==> src/rtl/uart_rx_cfg_if.sv <==
// Receive-side result bundle of uart_rx_cfg: received word, qualifiers and status.
// The receiver drives the master modport; a byte consumer reads the slave modport.
interface uart_rx_cfg_if #(
    parameter int unsigned DataBits = 8
);
    logic                o_rx_valid;
    logic [DataBits-1:0] o_rx_data;
    logic                o_parity_err;
    logic                o_frame_err;
    logic                o_break;
    logic                o_busy;

    modport master (
        output o_rx_valid,
        output o_rx_data,
        output o_parity_err,
        output o_frame_err,
        output o_break,
        output o_busy
    );

    modport slave (
        input o_rx_valid,
        input o_rx_data,
        input o_parity_err,
        input o_frame_err,
        input o_break,
        input o_busy
    );
endinterface

==> src/rtl/uart_rx_cfg.sv <==
// Parametrised UART receiver: configurable width/parity/stop bits, oversampled
// 3-sample majority vote, parity/framing error and line-break reporting.
module uart_rx_cfg #(
    parameter int unsigned ClkFreq    = 27_000_000,
    parameter int unsigned BaudRate   = 115200,
    parameter int unsigned DataBits   = 8,
    parameter int unsigned ParityMode = 0,
    parameter int unsigned StopBits   = 1,
    parameter int unsigned Oversample = 16
) (
    input  logic           i_clk,
    input  logic           i_rst,
    input  logic           i_rx,
    uart_rx_cfg_if.master  o_rx_if
);
    localparam int unsigned Div   = ClkFreq / (BaudRate * Oversample);
    localparam int unsigned DivW  = (Div > 1) ? $clog2(Div) : 1;
    localparam int unsigned TickW = $clog2(Oversample);
    localparam int unsigned BitW  = $clog2(DataBits + 1);

    localparam logic [DivW-1:0]  DivLast  = DivW'(Div - 1);
    localparam logic [TickW-1:0] SampA    = TickW'(Oversample / 2 - 1);
    localparam logic [TickW-1:0] SampB    = TickW'(Oversample / 2);
    localparam logic [TickW-1:0] SampC    = TickW'(Oversample / 2 + 1);
    localparam logic [TickW-1:0] TickLast = TickW'(Oversample - 1);
    localparam logic [BitW-1:0]  DataLast = BitW'(DataBits - 1);
    localparam logic [BitW-1:0]  StopLast = BitW'(StopBits - 1);

    generate
        if (Div < 1) begin : g_chk_div
            $error("uart_rx_cfg: clock too slow for BaudRate * Oversample");
        end
        if (DataBits < 5 || DataBits > 9) begin : g_chk_data
            $error("uart_rx_cfg: DataBits must be 5..9");
        end
        if (ParityMode > 2) begin : g_chk_par
            $error("uart_rx_cfg: ParityMode must be 0, 1 or 2");
        end
        if (StopBits < 1 || StopBits > 2) begin : g_chk_stop
            $error("uart_rx_cfg: StopBits must be 1 or 2");
        end
        if (Oversample < 8 || (Oversample % 2) != 0) begin : g_chk_os
            $error("uart_rx_cfg: Oversample must be even and >= 8");
        end
    endgenerate

    typedef enum logic [2:0] {
        S_IDLE,
        S_START,
        S_DATA,
        S_PARITY,
        S_STOP,
        S_WAIT_IDLE
    } state_t;

    state_t r_state;
    state_t w_next;

    logic                r_sync;
    logic                r_rxs;
    logic                r_rxs_prev;
    logic [DivW-1:0]     r_div_cnt;
    logic [TickW-1:0]    r_tick_cnt;
    logic [2:0]          r_samp;
    logic                r_dec;
    logic [BitW-1:0]     r_bit_cnt;
    logic [DataBits-1:0] r_shift;
    logic                r_par_bit;
    logic                r_par_err;
    logic                r_ferr_acc;

    logic                r_rx_valid;
    logic [DataBits-1:0] r_rx_data;
    logic                r_parity_err;
    logic                r_frame_err;
    logic                r_break;

    logic w_start_edge;
    logic w_tick;
    logic w_bit_end;
    logic w_maj;
    logic w_last_stop;
    logic w_ferr;
    logic w_break;
    logic w_busy;

    always_ff @(posedge i_clk) begin
        if (i_rst) begin
            r_sync     <= 1'b1;
            r_rxs      <= 1'b1;
            r_rxs_prev <= 1'b1;
        end else begin
            r_sync     <= i_rx;
            r_rxs      <= r_sync;
            r_rxs_prev <= r_rxs;
        end
    end

    assign w_start_edge = (r_state == S_IDLE) && r_rxs_prev && !r_rxs;
    assign w_tick       = (r_div_cnt == DivLast);
    assign w_bit_end    = w_tick && (r_tick_cnt == TickLast);
    assign w_maj        = (r_samp[0] & r_samp[1]) | (r_samp[0] & r_samp[2]) | (r_samp[1] & r_samp[2]);

    // Start edge re-phases both counters so bit centres line up with this frame.
    always_ff @(posedge i_clk) begin
        if (i_rst || w_start_edge) begin
            r_div_cnt  <= '0;
            r_tick_cnt <= '0;
            r_samp     <= '1;
            r_dec      <= 1'b0;
        end else begin
            r_div_cnt <= w_tick ? '0 : r_div_cnt + 1'b1;
            r_dec     <= w_tick && (r_tick_cnt == SampC);
            if (w_tick) begin
                r_tick_cnt <= (r_tick_cnt == TickLast) ? '0 : r_tick_cnt + 1'b1;
                if (r_tick_cnt == SampA || r_tick_cnt == SampB || r_tick_cnt == SampC) begin
                    r_samp <= {r_samp[1:0], r_rxs};
                end
            end
        end
    end

    always_ff @(posedge i_clk) begin
        if (i_rst) begin
            r_state <= S_IDLE;
        end else begin
            r_state <= w_next;
        end
    end

    always_comb begin
        w_next = r_state;
        case (r_state)
            S_IDLE: begin
                if (w_start_edge) w_next = S_START;
            end
            S_START: begin
                if (r_dec && w_maj) w_next = S_IDLE;
                else if (w_bit_end) w_next = S_DATA;
            end
            S_DATA: begin
                if (w_bit_end && r_bit_cnt == DataLast) begin
                    w_next = (ParityMode != 0) ? S_PARITY : S_STOP;
                end
            end
            S_PARITY: begin
                if (w_bit_end) w_next = S_STOP;
            end
            S_STOP: begin
                if (w_last_stop) w_next = w_ferr ? S_WAIT_IDLE : S_IDLE;
            end
            S_WAIT_IDLE: begin
                if (r_rxs) w_next = S_IDLE;
            end
            default: w_next = S_IDLE;
        endcase
    end

    // Frame outcome is resolved at the last stop bit's majority decision, not its end.
    always_comb begin
        w_last_stop = (r_state == S_STOP) && r_dec && (r_bit_cnt == StopLast);
        w_ferr      = r_ferr_acc | ~w_maj;
        w_break     = w_ferr && (r_shift == '0) && ((ParityMode == 0) || !r_par_bit);
        w_busy      = (r_state != S_IDLE);
    end

    always_ff @(posedge i_clk) begin
        if (i_rst) begin
            r_bit_cnt    <= '0;
            r_shift      <= '0;
            r_par_bit    <= 1'b0;
            r_par_err    <= 1'b0;
            r_ferr_acc   <= 1'b0;
            r_rx_valid   <= 1'b0;
            r_rx_data    <= '0;
            r_parity_err <= 1'b0;
            r_frame_err  <= 1'b0;
            r_break      <= 1'b0;
        end else begin
            r_rx_valid   <= w_last_stop && !w_break;
            r_parity_err <= w_last_stop && !w_break && r_par_err;
            r_frame_err  <= w_last_stop && !w_break && w_ferr;
            r_break      <= w_last_stop && w_break;
            if (w_last_stop && !w_break) r_rx_data <= r_shift;

            if (w_start_edge) begin
                r_bit_cnt  <= '0;
                r_par_bit  <= 1'b0;
                r_par_err  <= 1'b0;
                r_ferr_acc <= 1'b0;
            end

            case (r_state)
                S_DATA: begin
                    if (r_dec) r_shift <= {w_maj, r_shift[DataBits-1:1]};
                    if (w_bit_end) r_bit_cnt <= (r_bit_cnt == DataLast) ? '0 : r_bit_cnt + 1'b1;
                end
                S_PARITY: begin
                    if (r_dec) begin
                        r_par_bit <= w_maj;
                        r_par_err <= (^r_shift) ^ w_maj ^ logic'(ParityMode == 2);
                    end
                end
                S_STOP: begin
                    if (r_dec && !w_maj) r_ferr_acc <= 1'b1;
                    if (w_bit_end) r_bit_cnt <= r_bit_cnt + 1'b1;
                end
                default: begin
                end
            endcase
        end
    end

    assign o_rx_if.o_rx_valid   = r_rx_valid;
    assign o_rx_if.o_rx_data    = r_rx_data;
    assign o_rx_if.o_parity_err = r_parity_err;
    assign o_rx_if.o_frame_err  = r_frame_err;
    assign o_rx_if.o_break      = r_break;
    assign o_rx_if.o_busy       = w_busy;
endmodule

==> src/flat_wrapper.sv <==
// flat-port wrapper written by rule: the top's interface ports become plain ports
module uart_rx_cfg_flat 
#(
    parameter int unsigned ClkFreq    = 27_000_000,
    parameter int unsigned BaudRate   = 115200,
    parameter int unsigned DataBits   = 8,
    parameter int unsigned ParityMode = 0,
    parameter int unsigned StopBits   = 1,
    parameter int unsigned Oversample = 16
)
  (i_clk, i_rst, i_rx, o_rx_if_o_rx_valid, o_rx_if_o_rx_data, o_rx_if_o_parity_err, o_rx_if_o_frame_err, o_rx_if_o_break, o_rx_if_o_busy);
  uart_rx_cfg_if #(.DataBits(DataBits)) o_rx_if_i ();
  input  logic i_clk;
  input  logic i_rst;
  input  logic i_rx;
  output wire logic [$bits(o_rx_if_i.o_rx_valid)-1:0] o_rx_if_o_rx_valid;
  output wire logic [$bits(o_rx_if_i.o_rx_data)-1:0] o_rx_if_o_rx_data;
  output wire logic [$bits(o_rx_if_i.o_parity_err)-1:0] o_rx_if_o_parity_err;
  output wire logic [$bits(o_rx_if_i.o_frame_err)-1:0] o_rx_if_o_frame_err;
  output wire logic [$bits(o_rx_if_i.o_break)-1:0] o_rx_if_o_break;
  output wire logic [$bits(o_rx_if_i.o_busy)-1:0] o_rx_if_o_busy;
  assign o_rx_if_o_rx_valid = o_rx_if_i.o_rx_valid;
  assign o_rx_if_o_rx_data = o_rx_if_i.o_rx_data;
  assign o_rx_if_o_parity_err = o_rx_if_i.o_parity_err;
  assign o_rx_if_o_frame_err = o_rx_if_i.o_frame_err;
  assign o_rx_if_o_break = o_rx_if_i.o_break;
  assign o_rx_if_o_busy = o_rx_if_i.o_busy;
  uart_rx_cfg #(.ClkFreq(ClkFreq), .BaudRate(BaudRate), .DataBits(DataBits), .ParityMode(ParityMode), .StopBits(StopBits), .Oversample(Oversample)) u_core (.i_clk(i_clk), .i_rst(i_rst), .i_rx(i_rx), .o_rx_if(o_rx_if_i));
endmodule
==> config.mk <==
export PLATFORM = sky130hd
export DESIGN_NAME = uart_rx_cfg_flat
export DESIGN_NICKNAME = d
export VERILOG_FILES = /design/src/rtl/uart_rx_cfg_if.sv /design/src/rtl/uart_rx_cfg.sv /design/src/flat_wrapper.sv
export SDC_FILE = /design/constraint.sdc
export NUM_CORES = 1
export LEC_CHECK = 0
export CORE_ASPECT_RATIO = 0.75
export CORE_MARGIN = 3
export CORE_UTILIZATION = 25
export DETAILED_ROUTE_END_ITERATION = 8
export DONT_BUFFER_PORTS = 1
export PLACE_DENSITY_LB_ADDON = 0.2
export SYNTH_ARGS = -nofsm -noshare
export SYNTH_HDL_FRONTEND = slang
export SYNTH_SLANG_ARGS = --single-unit
==> constraint.sdc <==
create_clock -name i_clk -period 3.8 [get_ports i_clk]
set_input_delay 0.38 -clock i_clk [delete_from_list [all_inputs] [get_ports i_clk]]
set_output_delay 0.38 -clock i_clk [all_outputs]
set_load 0.02 [all_outputs]
==> results.json <==
{
  "fmax_mhz": 443,
  "cp.required_ps": 4040,
  "hold_path.class": "input pin to flip-flop",
  "path_class": "flip-flop to flip-flop",
  "clkTransAtPathRegs_ps": 80,
  "rsz0062_at_grt": "no",
  "min_period_over_period_pct": 59.4,
  "nets": 245,
  "clkPwrFrac_pct": 35.2,
  "synth_edf_count": 0,
  "grt_pass1_wl_mm": 7.31,
  "cp_common_cell": "nor2b_1",
  "io_pins": 16,
  "cellPowerDensity_nw_per_um2": 381,
  "wl_per_cell_um": 12.1,
  "clockBufferDepth": 2,
  "post-cts-setup-buffers": 0,
  "setup_tns_ps": 0,
  "async_flop_share_pct": 0,
  "grt_overflow_total": 0,
  "critical_path.max_stage_delay_ps": 870,
  "synth_top_area_cell": "dfxtp_1",
  "ys_ff_latch": 44,
  "yosysSeqAreaShare_pct": 41.9,
  "yosysWarnings": 0,
  "cap_violations": 0,
  "arrival_ps": 2500,
  "dr.pass1.iters": 4,
  "syn_inst": 233,
  "ant_nets": 0,
  "track_usage_pct": 9.44,
  "min_period_ps": 2260,
  "drc_errors": 0,
  "core.rowCount": 28,
  "htree_levels": 2,
  "syn_area_per_cell_um2": 9.03,
  "synth_top_area_share_pct": 41.9,
  "viasPerCell": 4.35,
  "critPathCaptureType": "flip-flop",
  "pwr-share-seq_pct": 55.8,
  "cts_tree": "built",
  "cp_slowest_cell": "nor2b_1",
  "ys.flop_type": "dfxtp_1",
  "start_kind": "flip-flop",
  "status": "completed",
  "power.switching_uw": 223,
  "cts_buffers": 5,
  "hold_buffers": 0,
  "hpwl_mm": 2.97,
  "antennaDiodeCount": 0,
  "fin_skew_ps": 4.37,
  "cp_max_fo": 11,
  "grt_max_degree": 28,
  "final_common_cell": "dfxtp_1",
  "p_sw_share_pct": 25.7,
  "initialDrtViolationCount": 47,
  "setup_violations": 0,
  "synthTopCellsByArea": "dfxtp_1 42%, mux2i_1 7.6%, ha_1 6.5%",
  "grt_pass1_vias": 1448,
  "final_cell_mix": "44 x dfxtp_1, 29 x nor2_1, 18 x nand2_1",
  "worstMarginPinSlew_ps": 1120,
  "clockRootBuffer": "clkbuf_8",
  "die_x_um": 112,
  "synth_area_um2": 2100,
  "path_cells": "nor3b_1 > nand2_1 > nor2b_1 > and2_4 > nor2b_1",
  "die_area_um2": 9570,
  "synth_cell_types": 48,
  "wl_mm": 4.09,
  "final_core_utilization_pct": 28.4,
  "clk-insertion-delay-late_ps": 290,
  "io_buffers": 0,
  "power_frac_comb_pct": 9.0,
  "coreArea_um2": 8020,
  "internal_power_uw": 646,
  "peakVddDrop_uv": 196,
  "gp_congestion": 0.830,
  "area_growth_pct": 8.32,
  "cts.sinks": 44,
  "die_h_um": 85.5,
  "postCtsResizedCells": 0,
  "syn_nets": 247,
  "layout-drive-gt1-share_pct": 10.8,
  "p_leak_uw": 0.000768,
  "start_util_pct": 26.2,
  "antenna_found_initial": 0,
  "hold_violations": 0,
  "max_slew_margin_pct": 25.1,
  "vias": 1465,
  "slew_viol_final": 0
}
cells in the mapped netlist, drive strengths merged (2+ instances only):
library cell and count:
dfxtp 44, nor2 30, nand2 19, inv 18
mux2i 16, nand3 13, ha 11, o21ai 8
a21oi 7, nand2b 6, xnor2 6, buf 5
or2 5, and3 4, clkbuf 4, nor3 4
nor2b 3, o21a 3, xor2 3, a21o 2
and2 2, nand3b 2, nand4 2, nor4 2
power by group through the flow:
stage	clock network, uW	logic, uW	registers, uW
after detailed placement	0	78.7	495
final	306	78.4	485
after global routing	342	87.3	487
after floorplan	0	78.0	484
after global placement	0	81.0	496
after CTS	321	79.1	485
cell type report:
type / count / area, um^2
clock buffer: 6 / 82.6
clock inverter: 2 / 10.0
fill: 840 / 5740
inverter: 18 / 67.6
multi-input combinational: 162 / 1110
sequential: 44 / 881
tap: 105 / 131
per-layer routing:
layer / share of wire, % / global-route usage, % / up-vias
li1: - / - / 779
met1: 59 / 14.1 / 665
met2: 36 / 12.2 / 16
met3: 3.7 / 3.64 / 5
met4: 1.2 / 2.95 / 0
met5: 0 / 0 / -
worst max-delay path: cells and delay by family (launching register included):
family,cells,cell delay (ps)
and+or+nand+nor,5,1670
DFF,1,530
sequential cells by signal, summed over array words and instances (netlist names), 3 cells and up:
name and flops:
u_core.r_samp 3, u_core.o_rx_if.o_rx_data 8, u_core.r_state 3, u_core.r_tick_cnt 4, u_core.r_shift 8, u_core.r_bit_cnt 4, u_core.r_div_cnt 4
stage by stage:
step	setup slack (ps)	power, uW	instances	area (um^2)	hold WS (ps)
finish	1540	869	337	2280	144
global route	1310	917	337	2280	118
detailed placement	1570	574	329	2190	395
global placement	1540	577	329	2190	395
CTS	1540	885	337	2280	128
floorplan	2090	562	233	2100	389
worst paths after layout:
path	from	to	slack, ps	cells past startpoint
worst max-delay path	u_core.r_state[2]$_SDFFE_PP0P_	u_core.o_rx_if.o_frame_err$_SDFF_PP0_	1540	5
worst min-delay path	i_rst	u_core.r_bit_cnt[1]$_SDFF_PP0_	140	1
worst max register to register	u_core.r_state[2]$_SDFFE_PP0P_	u_core.o_rx_if.o_frame_err$_SDFF_PP0_	1540	5
worst min register to register	u_core.r_sync$_SDFF_PP1_	u_core.r_rxs$_SDFF_PP1_	410	1
kinds of logic (layout without fill, tap and decap cells):
logic type	Yosys count	after routing	synth area share (%)
simple gates	95	95	23.5
compound gates	29	29	10.1
flops	44	44	41.9
buf+inv	27	26	5.53
mux	17	17	8.14
xor+xnor	9	9	3.75
fa+ha+maj	12	12	7.07
Note: power is estimated with default switching activity, not from simulation.
